==> config.mk <==
export PLATFORM = sky130hd
export DESIGN_NAME = sr_ff_bank
export DESIGN_NICKNAME = d
export VERILOG_FILES = /design/src/rtl/sr_bank_pkg.sv /design/src/rtl/sr_deb.sv /design/src/rtl/sr_ff_bank.sv
export SDC_FILE = /design/constraint.sdc
export NUM_CORES = 1
export LEC_CHECK = 0
export ABC_AREA = 1
export CAP_MARGIN = 20
export CORE_ASPECT_RATIO = 1.25
export CORE_UTILIZATION = 50
export CTS_CLUSTER_DIAMETER = 200
export DETAILED_ROUTE_END_ITERATION = 10
export GPL_ROUTABILITY_DRIVEN = 0
export HOLD_SLACK_MARGIN = 0.03
export PLACE_DENSITY = 0.76
export SLEW_MARGIN = 40
export SYNTH_ARGS = -nofsm -noshare
export SYNTH_HDL_FRONTEND = slang
export SYNTH_SLANG_ARGS = --single-unit
==> constraint.sdc <==
create_clock -name clk -period 1.35 [get_ports clk]
set_clock_uncertainty 0.2 [all_clocks]
set_input_delay 0.135 -clock clk [delete_from_list [all_inputs] [get_ports clk]]
set_output_delay 0.135 -clock clk [all_outputs]
set_load 0.01 [all_outputs]
==> src/rtl/sr_bank_pkg.sv <==
// sr_bank_pkg
//   Shared definitions for the SR flip-flop bank:
//   - sr_mode_e : how a channel resolves simultaneous filtered set and reset
//   - DEB_MAX   : deepest supported debounce filter, in clock cycles
//   - DEB_CW    : width of the per-bit debounce stability counter
//   - resolve() : single-channel next-state rule
package sr_bank_pkg;

  typedef enum logic [1:0] {
    MODE_HOLD = 2'd0,  // S&R keeps the current state
    MODE_SET  = 2'd1,  // S&R forces 1
    MODE_RST  = 2'd2,  // S&R forces 0
    MODE_TOG  = 2'd3   // S&R inverts the current state
  } sr_mode_e;

  localparam int unsigned DEB_MAX = 15;
  localparam int unsigned DEB_CW  = $clog2(DEB_MAX + 1);

  // Next state of one channel from its filtered set/reset and current state.
  function automatic logic resolve(sr_mode_e mode, logic s, logic r, logic q);
    logic nxt;
    nxt = q;
    case ({s, r})
      2'b10: nxt = 1'b1;
      2'b01: nxt = 1'b0;
      2'b00: nxt = q;
      2'b11: begin
        case (mode)
          MODE_HOLD: nxt = q;
          MODE_SET:  nxt = 1'b1;
          MODE_RST:  nxt = 1'b0;
          MODE_TOG:  nxt = ~q;
          default:   nxt = q;
        endcase
      end
      default: nxt = q;
    endcase
    return nxt;
  endfunction

endpackage

==> src/rtl/sr_deb.sv <==
// sr_deb
//   Single-bit debounce filter. The filtered output follows the raw input
//   only after the raw level has differed from it on DEB consecutive rising
//   edges; it changes on the DEB-th such edge. Any edge where raw agrees with
//   the filtered value restarts the count. DEB = 0 is a plain wire.
// Ports
//   clk_i : clock, rising edge
//   rst_i : synchronous active-high reset (filtered value and count to 0)
//   d_i   : raw input
//   f_o   : filtered output
module sr_deb
  import sr_bank_pkg::*;
#(
  parameter int DEB = 2
) (
  input  logic clk_i,
  input  logic rst_i,
  input  logic d_i,
  output logic f_o
);

  generate
    if (DEB == 0) begin : g_bypass
      assign f_o = d_i;

      logic unused_clk_rst;
      assign unused_clk_rst = clk_i ^ rst_i;
    end else begin : g_filt
      localparam logic [DEB_CW-1:0] DEB_L = DEB_CW'(DEB);

      logic              f_q, f_d;
      logic [DEB_CW-1:0] cnt_q, cnt_d;

      always_comb begin
        f_d   = f_q;
        cnt_d = '0;
        if (d_i != f_q) begin
          // Commit on the DEB-th disagreeing edge; the count then starts over.
          if (cnt_q + 1'b1 == DEB_L) begin
            f_d = d_i;
          end else begin
            cnt_d = cnt_q + 1'b1;
          end
        end
      end

      always_ff @(posedge clk_i) begin
        if (rst_i) begin
          f_q   <= 1'b0;
          cnt_q <= '0;
        end else begin
          f_q   <= f_d;
          cnt_q <= cnt_d;
        end
      end

      assign f_o = f_q;
    end
  endgenerate

endmodule

==> src/rtl/sr_ff_bank.sv <==
// sr_ff_bank
//   Bank of N independent SR flip-flops with per-input debounce, configurable
//   S&R resolution, registered edge pulses and a saturating conflict counter.
// Parameters
//   N    : channel count (1..32)
//   MODE : S&R resolution, see sr_mode_e (0 hold, 1 set, 2 reset, 3 toggle)
//   DEB  : debounce depth in cycles (0..15, 0 = unfiltered)
//   CNTW : conflict counter width
// Ports
//   clk          : clock, all state changes on the rising edge
//   rst          : synchronous active-high reset, overrides every input
//   S, R         : raw per-channel set / reset requests
//   clr_cnt      : synchronous clear of conflict_cnt (wins over increment)
//   Q, Qn        : registered channel state and its complement
//   rise, fall   : one-cycle pulses in the cycle Q shows a 0->1 / 1->0 change
//   conflict     : some channel saw filtered S&R on the previous edge
//   conflict_cnt : saturating count of edges where conflict was high
module sr_ff_bank
  import sr_bank_pkg::*;
#(
  parameter int N    = 8,
  parameter int MODE = 1,
  parameter int DEB  = 2,
  parameter int CNTW = 8
) (
  input  logic            clk,
  input  logic            rst,
  input  logic [N-1:0]    S,
  input  logic [N-1:0]    R,
  input  logic            clr_cnt,
  output logic [N-1:0]    Q,
  output logic [N-1:0]    Qn,
  output logic [N-1:0]    rise,
  output logic [N-1:0]    fall,
  output logic            conflict,
  output logic [CNTW-1:0] conflict_cnt
);

  localparam sr_mode_e MODE_E = sr_mode_e'(2'(MODE));

  logic [N-1:0]    sf, rf;
  logic [N-1:0]    q_q, q_d;
  logic [N-1:0]    rise_q, rise_d;
  logic [N-1:0]    fall_q, fall_d;
  logic            conf_q, conf_d;
  logic [CNTW-1:0] cnt_q, cnt_d;

  genvar gi;
  generate
    for (gi = 0; gi < N; gi++) begin : g_chan
      sr_deb #(.DEB(DEB)) u_deb_s (
        .clk_i (clk),
        .rst_i (rst),
        .d_i   (S[gi]),
        .f_o   (sf[gi])
      );
      sr_deb #(.DEB(DEB)) u_deb_r (
        .clk_i (clk),
        .rst_i (rst),
        .d_i   (R[gi]),
        .f_o   (rf[gi])
      );
    end
  endgenerate

  always_comb begin
    q_d = q_q;
    for (int unsigned i = 0; i < N; i++) begin
      q_d[i] = resolve(MODE_E, sf[i], rf[i], q_q[i]);
    end
    // Pulses are registered with Q so they line up with the new value.
    rise_d = q_d & ~q_q;
    fall_d = ~q_d & q_q;
    conf_d = |(sf & rf);

    cnt_d = cnt_q;
    if (clr_cnt) begin
      cnt_d = '0;
    end else if (conf_q && (cnt_q != '1)) begin
      cnt_d = cnt_q + 1'b1;
    end
  end

  always_ff @(posedge clk) begin
    if (rst) begin
      q_q    <= '0;
      rise_q <= '0;
      fall_q <= '0;
      conf_q <= 1'b0;
      cnt_q  <= '0;
    end else begin
      q_q    <= q_d;
      rise_q <= rise_d;
      fall_q <= fall_d;
      conf_q <= conf_d;
      cnt_q  <= cnt_d;
    end
  end

  assign Q            = q_q;
  assign Qn           = ~q_q;
  assign rise         = rise_q;
  assign fall         = fall_q;
  assign conflict     = conf_q;
  assign conflict_cnt = cnt_q;

endmodule

# Word-level counts from Yosys, hierarchy flattened
# Cells that the tools add are included.
dict set report totals {
  register_bits 113
  out_inout_bits 41
  inputBits 19
}
dict set report classes {
  n_mux 8
  n_eq_ne 57
  add_sub_neg 17
  bitwise 21
  n_reduce_logical 51
}
# operator count
set ops {}
lappend ops {{$add 4x1->4 const B} 16}
lappend ops {{$eq 4x2->1 const B} 16}
lappend ops {{$reduce_or 3->1} 16}
lappend ops {{$eq 2x2->1 const B} 16}
lappend ops {{$reduce_and 2->1} 16}
lappend ops {{$and 8x8->8} 3}
lappend ops {{$pmux 1 s3} 8}
lappend ops {{$reduce_or 2->1} 9}
lappend ops {{$eq 2x1->1 const B} 8}
lappend ops {{$logic_not 2->1} 8}
lappend ops {{$ne 1x1->1} 16}
lappend ops {{$not 1->1} 16}
lappend ops {{$not 8->8} 2}
lappend ops {{$add 8x1->8 const B} 1}
lappend ops {{$ne 8x8->1 const B} 1}
lappend ops {{$reduce_or 8->1} 1}
lappend ops {{$logic_and 1x1->1} 1}

# Longest topological paths before layout
# Gate-level depths: netlist of the first run.
dict set report depth {
  word_depth 5
  ltp_mapped 8
}

# By module
# Synthesis of the first run repeated with hierarchy kept, for this count alone.
dict set report unflattened {
  cells_unflattened 702
  area_unflattened_um2 5441.5
}
# module seq_area_each_um2 n_inst area_each_um2 cells_per_inst
set by_module_without_submodules {}
lappend by_module_without_submodules {sr_deb 100.1 16 259.0 34}
lappend by_module_without_submodules {sr_ff_bank 660.6 1 1297.5 158}

# Worst setup path before layout of the first run
# OpenSTA, ideal clock, no wires.
dict set report synth_timing {
  path_type {flip-flop to flip-flop}
  from {register cnt_q[1], in the netlist conflict_cnt[1]}
  to {register cnt_q[4], in the netlist conflict_cnt[4]}
  required_ns 1.030
  setup_slack_ns -0.116
  synth_period_minus_slack_ns 1.466
  path_stages_with_launch 9
  arrival_ns 1.146
  path_cell_list {dfxtp_1 > ha_1 > nand2_2 > nor2_4 > nand2_2 > nand2_4 > inv_2 > nand2_1 > a21oi_2}
}
dict set report synth_between {
  elab_chain_len 2
}
# element line
set synth_lines {}
lappend synth_lines {{from (decl)} sr_ff_bank.sv:46} ;# logic [CNTW-1:0] cnt_q, cnt_d;
lappend synth_lines {{from (signal assigned)} sr_ff_bank.sv:96} ;# cnt_q <= cnt_d;
lappend synth_lines {{branches (longest 2 deep; another with $add 8x1->8)} n/a}
# Several ways; the timed one is not identified.
# A chain may end at the register's enable or synchronous reset.

# Worst setup path after layout of the first run
dict set report layout_timing {
  from {register g_chan[4].u_deb_s.g_filt.cnt_q[0]}
  to {register g_chan[4].u_deb_s.g_filt.f_q}
}
dict set report layout_between {
  elab_chain_len 3
}
# element line
set layout_lines {}
lappend layout_lines {{from (decl)} sr_deb.sv:32} ;# logic [DEB_CW-1:0] cnt_q, cnt_d;
lappend layout_lines {{from (signal assigned)} sr_deb.sv:53} ;# cnt_q <= cnt_d;
lappend layout_lines {{$add 4x1->4} sr_deb.sv:39} ;# if (cnt_q + 1'b1 == DEB_L) begin
lappend layout_lines {{$eq 4x2->1} sr_deb.sv:39}
lappend layout_lines {{$reduce_and 2->1 (no source line)} n/a}
lappend layout_lines {{to (signal assigned)} sr_deb.sv:49} ;# f_q <= 1'b0;
lappend layout_lines {{to (signal assigned)} sr_deb.sv:52} ;# f_q <= f_d;
lappend layout_lines {{to (decl)} sr_deb.sv:31} ;# logic f_q, f_d;
# No other way between the ends.

==> results of run 1 <==
==> final timing paths <==
| kind | from | end | slack (ns) | cells past startpoint |
|---|---|---|---|---|
| worst max-delay path | g_chan[4].u_deb_s.g_filt.cnt_q[0]$_SDFF_PP0_ | g_chan[4].u_deb_s.f_o$_SDFFE_PP0P_ | -0.12 | 8 |
| worst max register to register | g_chan[4].u_deb_s.g_filt.cnt_q[0]$_SDFF_PP0_ | g_chan[4].u_deb_s.f_o$_SDFFE_PP0P_ | -0.12 | 8 |
| worst min-delay path | R[7] | g_chan[7].u_deb_r.f_o$_SDFFE_PP0P_ | 0.22 | 5 |
| worst min register to register | Q[5]$_SDFF_PP0_ | rise[5]$_SDFF_PP0_ | 0.25 | 1 |
==> state kept, by name (all words and copies together), names as in the netlist <==
register / count
fall: 8
g_chan.u_deb_s.f_o: 8
rise: 8
g_chan.u_deb_r.g_filt.cnt_q: 32
g_chan.u_deb_r.f_o: 8
Q: 8
conflict_cnt: 8
conflict: 1
g_chan.u_deb_s.g_filt.cnt_q: 32
==> cell type report <==
type,count,area (um^2)
multi-input cells,426,3508
fillers,418,1400
clock inverters,7,60.06
clock buffers,24,471.7
flip-flops and latches,113,2364
repair buffers,157,1356
well taps,126,157.7
inverters,82,341.6
==> synth_stat cells, drive strengths merged <==
cell type  number
o22ai           4
nor3            8
nor2          120
inv            81
ha             33
o21ai          19
xor2            3
nand4          17
nand3          19
buf             4
clkinv          1
clkbuf          2
a21oi          45
xnor2          16
dfxtp         113
nand2         134
nor4            8
==> per-layer routing <==
| layer | GRT usage (%) | wire [um] | up-vias |
|---|---|---|---|
| met2 | 46.06 | 9347 | 245 |
| met1 | 25.72 | 6431 | 2564 |
| met3 | 6.067 | 847 | 89 |
| li1 | - | - | 2337 |
| met4 | 10.26 | 854 | 0 |
| met5 | 0 | 0 | - |
==> what timing repair did <==
item / CTS / global route
endpoints found under the setup margin: 127 / 103
resized for setup: 240 / 198
setup buffers: 17 / 21
pin swaps: 66 / 100
==> through the flow <==
| step | hold WS, ns | cells |
|---|---|---|
| floorplan | 0.1273 | 627 |
| global placement | 0.2559 | 866 |
| detailed placement | 0.2655 | 866 |
| CTS | 0.2143 | 914 |
| global route | 0.2618 | 935 |
| finish | 0.2199 | 935 |
==> worst register-to-register path: stages (launching register included) <==
cell and delay (ns):
dfxtp_2 0.36, buf_4 0.15, nand3_1 0.11, nand2_2 0.12, nand2_4 0.08, nor2_4 0.12
nand2_1 0.08, nand2_1 0.09, nor2_1 0.05
==> power by group <==
group	internal [mW]	switching [mW]	total [mW]
combinational	0.729	0.952	1.68
sequential	3.56	0.222	3.78
clock	2.59	1.54	4.14
total	6.88	2.72	9.60
==> cell usage in the layout (no fill, tap or decap), types with 6 or more instances in the layout <==
cell,n
nor4_1,8
o21ai_4,15
buf_4,72
ha_2,7
nand3_2,6
nand2_4,24
nand2_2,30
clkbuf_2,6
nand4_1,17
dfxtp_2,54
clkdlybuf4s50_1,18
a21oi_1,12
nor2_4,15
dfxtp_1,50
xnor2_4,16
clkinv_2,6
a21oi_2,33
inv_2,9
nand2_1,80
buf_2,10
dlygate4sd2_1,12
nor3_1,8
nor2_2,13
buf_6,27
nand3_1,12
nor2_1,92
ha_4,21
clkbuf_16,17
dfxtp_4,9
inv_1,71
==> kinds of logic (layout without fill, tap and decap cells) <==
logic type	count (synthesis)	count (layout)	share of synthesized area, %
compound gates	68	68	10.12
flops	113	113	45.53
simple gates	306	306	25.46
fa+ha+maj	33	33	8.310
buf+inv	88	270	7.227
xor+xnor	19	19	3.349
==> impl_metrics.yaml, run 1 <==
sta:
  maxSlewViolCount: 0
  finalSetupTns_ns: -3.611
  min_period_over_period_pct: 109.2
  setup_viol: 77
  layout_min_cycle_time_ns: 1.474
  slew_headroom_pct: 68.48
  hold_violations: 0
  fmax_mhz: 678.5
  grt_setup_unrepaired: "yes"
  finalWorstSetupSlack_ns: -0.1238
  worst_pin_slew_ns: 0.4685
global_route:
  grt_usage_pct: 24.42
  grt_pass1_wl_mm: 19.89
  grt_start_max_net_pins: 29
  grt_pass1_vias: 4498
  grt_antenna_before_repair: 0
  grt.overflow.total: 0
logic_synthesis:
  synthTopCellsByArea: "dfxtp_1 46%, nand2_1 9.9%, nor2_1 9.0%"
  syn_avg_cell_area_um2: 7.924
  synth_seq_area_share_pct: 45.53
  synth.distinct_cells: 24
  syn_area_um2: 4969
  syn_nets: 679
  ys_ff_latch: 113
  synth_top_area_cell: "dfxtp_1"
  synth_top_area_share_pct: 45.53
  synthCells: 627
  yosysWarnings: 0
drt:
  ant_nets: 0
  wl_mm: 17.48
  drt_drc_violations_left: 0
  dr.pass1.iters: 5
  drtIter0Drc: 319
  vias: 5235
  vias_per_cell: 5.599
  routedWlPerCell_um: 18.70
cts:
  cts_tree: "done"
  clk_pin_slew_ns: 0.05
  cts_num_sinks: 113
  clockBufferDepth: 2
  htreeDepth: 4
  numCtsBuffers: 17
  cts_hold_buf: 0
  root_buffer: "clkbuf_16"
  insertion_delay_ns: 0.42
hold_path:
  hold_class: "input pin to register"
layout:
  fin_util_pct: 85.51
  layout-drive-gt1-share_pct: 50.06
  diodes: 0
  syn2layout_area_growth_pct: 66.23
  final_area_um2: 8259
  nets: 849
status:
  status: "finished with violations"
  violations: "setup timing"
floorplan:
  initial_core_util_pct: 51.44
  ioPinCount: 60
  die_h_um: 113.5
  dieArea_um2: 10340
  row_count: 40
  die_width_um: 91.16
  coreArea_um2: 9659
placed_design:
  port_buffers: 59
  dp_hpwl_mm: 7.479
  place_ws_ns: -0.3026
  place_area_um2: 6165
setup_path:
  cpPeakStageDelay_ns: 0.36
  path_max_fanout: 4
  path_cells: "buf_4, nand3_1, nand2_2, nand2_4, nor2_4, nand2_1, nand2_1, nor2_1"
  critPathLaunchType: "register"
  crit_top_cell: "nand2_1"
  crit_path_top_delay_cell: "dfxtp_2"
  worst-endpoint-required_ns: 1.46
  critPathTopFamily: "simple AND/OR/NAND/NOR gates"
  crit_buf_inv: 1
  critPathKind: "register to register"
  cp-end-kind: "register"
  arrival_ns: 1.58
flow_run:
  drv_cap: 0
power_and_ir_drop:
  peakVddDrop_uv: 1082
  total_power_mw: 9.599
  powerDensity_nw_per_um2: 1162
  p_leak_nw: 3.226
Note: power is estimated with default switching activity, not from simulation.
==> inputs of run 2 (changes only) <==
CORE_ASPECT_RATIO = not set   (was 1.25)
==> run 2 against run 1 <==
  * The flow still finishes with violations (setup timing)
  * Combinational power up 11%
  * Worst hold slack worse by 0.081 ns
  * Via count up 5.7%
==> impl_metrics.yaml, run 2 (synthesis results as in run 1) <==
hold_path:
  hold_start: "clr_cnt"
  hold_class: "input pin to register"
  holdPathStages: 4
  whs_endpoint: "conflict_cnt[0]$_SDFFE_PP0P_"
drt:
  ant_nets: 0
  drtIter0Drc: 423
  vias: 5536
  wl_mm: 20.11
  drt_drc_violations_left: 0
  routedWlPerCell_um: 21.10
  dr.pass1.iters: 8
  vias_per_cell: 5.809
setup_path:
  arrival_ns: 1.88
  rr_endpoint: "conflict$_SDFF_PP0_"
  timing.rr.start: "g_chan[4].u_deb_s.f_o$_SDFFE_PP0P_"
  critPathKind: "register to register"
  cpPeakStageDelay_ns: 0.50
  r2r_slack_ns: -0.28
  path_cells: "inv_1, o22ai_1, nor2_1, a21oi_1"
  cp-end-kind: "register"
  crit_buf_inv: 1
  reg2regPathDepth: 4
  crit_path_top_delay_cell: "o22ai_1"
  path_max_fanout: 5
  critPathLaunchType: "register"
  worst-endpoint-required_ns: 1.60
  critPathTopFamily: "compound AO/OA/AOI/OAI gates"
floorplan:
  ioPinCount: 60
  initial_core_util_pct: 51.30
  die_width_um: 101.7
  row_count: 36
  coreArea_um2: 9684
  dieArea_um2: 10340
  die_h_um: 101.7
flow_run:
  drv_cap: 0
layout:
  final_cell_mix: "87 x nor2_1, 82 x buf_4, 78 x nand2_1"
  final_common_cell: "nor2_1"
  layout-drive-gt1-share_pct: 55.49
  multi_input_area_um2: 3567
  reg_top3: "g_chan.u_deb_r.g_filt.cnt_q x32, g_chan.u_deb_s.g_filt.cnt_q x32"
  final_area_um2: 8496
  nets: 860
  nFillCells: 381
  syn2layout_area_growth_pct: 70.99
  diodes: 0
  seqCellArea_um2: 2397
  stdcell_count: 953
sta:
  setup_viol: 98
  fmax_mhz: 613.4
  worst_pin_slew_ns: 0.6310
  layout_min_cycle_time_ns: 1.630
  finalWorstSetupSlack_ns: -0.2802
  slew_headroom_pct: 57.93
  maxSlewViolCount: 0
  grt_setup_unrepaired: "yes"
  min_period_over_period_pct: 120.8
  hold_ws_ns: 0.1389
  hold_violations: 0
cts:
  numCtsBuffers: 17
  htreeDepth: 4
  insertion_delay_ns: 0.53
  cts_hold_buf: 0
  clockBufferDepth: 2
  cts_tree: "done"
  clk_pin_slew_ns: 0.06
  cts_num_sinks: 113
  root_buffer: "clkbuf_8"
power_and_ir_drop:
  peakVddDrop_uv: 818.6
  p_leak_nw: 3.304
  powerDensity_nw_per_um2: 1198
global_route:
  grt_usage_pct: 26.06
  grt.overflow.total: 0
  grt_pass1_vias: 4719
  grt_antenna_before_repair: 1
  grt_pass1_wl_mm: 20.53
  grt_start_max_net_pins: 31
placed_design:
  port_buffers: 59
  place_area_um2: 6146
  dp_hpwl_mm: 7.650
  place_ws_ns: -0.3630
  dp.cells: 871
status:
  violations: "setup timing"
  status: "finished with violations"
run 2: worst reg2reg max path, cell delays in order, from the launching register on:
cell,delay (ns)
dfxtp_1,0.42
inv_1,0.14
o22ai_1,0.50
nor2_1,0.13
a21oi_1,0.17
run 2: final cells by class:
cell class                 instances  area share (%)
timing repair buffer             168           17.13
clock inverter                     4          0.8542
multi-input combinational        426           41.99
inverter                          82           3.829
sequential                       113           28.22
tap                              133           1.959
clock buffer                      27           6.024
run 2: power by group:
part           switching (mW)  internal (mW)  leakage, nW
clock                    1.60           2.91        0.285
sequential              0.246           3.55        0.956
combinational            1.04          0.829         2.06
total                    2.88           7.30         3.30
run 2: worst max-delay path by stage:
stage                                                      start                                      endpoint  slack, ns  cells past startpoint
global placement                                             rst                            rise[3]$_SDFF_PP0_      -0.27                      4
CTS                 g_chan[6].u_deb_s.g_filt.cnt_q[1]$_SDFF_PP0_  g_chan[6].u_deb_s.g_filt.cnt_q[2]$_SDFF_PP0_      -0.11                      5
global route                  g_chan[5].u_deb_s.f_o$_SDFFE_PP0P_                           conflict$_SDFF_PP0_      -0.28                      4
floorplan           g_chan[3].u_deb_r.g_filt.cnt_q[0]$_SDFF_PP0_            g_chan[3].u_deb_r.f_o$_SDFFE_PP0P_      -0.01                      7
finish                        g_chan[4].u_deb_s.f_o$_SDFFE_PP0P_                           conflict$_SDFF_PP0_      -0.28                      4
detailed placement                                           rst  g_chan[4].u_deb_s.g_filt.cnt_q[3]$_SDFF_PP0_      -0.36                      6
run 2: per-layer routing:
| layer | up-vias | track usage (%) | part of all wire, % | wire [um] |
|---|---|---|---|---|
| met5 | - | 0 | 0 | 0 |
| met4 | 0 | 15.50 | 8.2 | 1642 |
| met3 | 161 | 6.487 | 7.6 | 1527 |
| met2 | 356 | 47.04 | 50 | 10120 |
| met1 | 2659 | 27.31 | 34 | 6824 |
| li1 | 2360 | - | - | - |
run 2: per-stage QoR:
stage          util, %  power (mW)   TNS, ns
2_1_floorplan        -       4.407  -0.01161
5_1_grt          87.73       10.42    -10.61
3_5_place_dp     63.46       4.957    -25.55
4_1_cts          76.18       9.491    -1.534
3_3_place_gp     63.46       4.888    -21.44
6_report         87.73       10.18    -7.088
run 2: repair_timing:
item | 4_1_cts | 5_1_grt
resized for setup | 326 | 230
pin swaps | 78 | 103
setup buffers | 30 | 22
endpoints found under the setup margin | 128 | 114
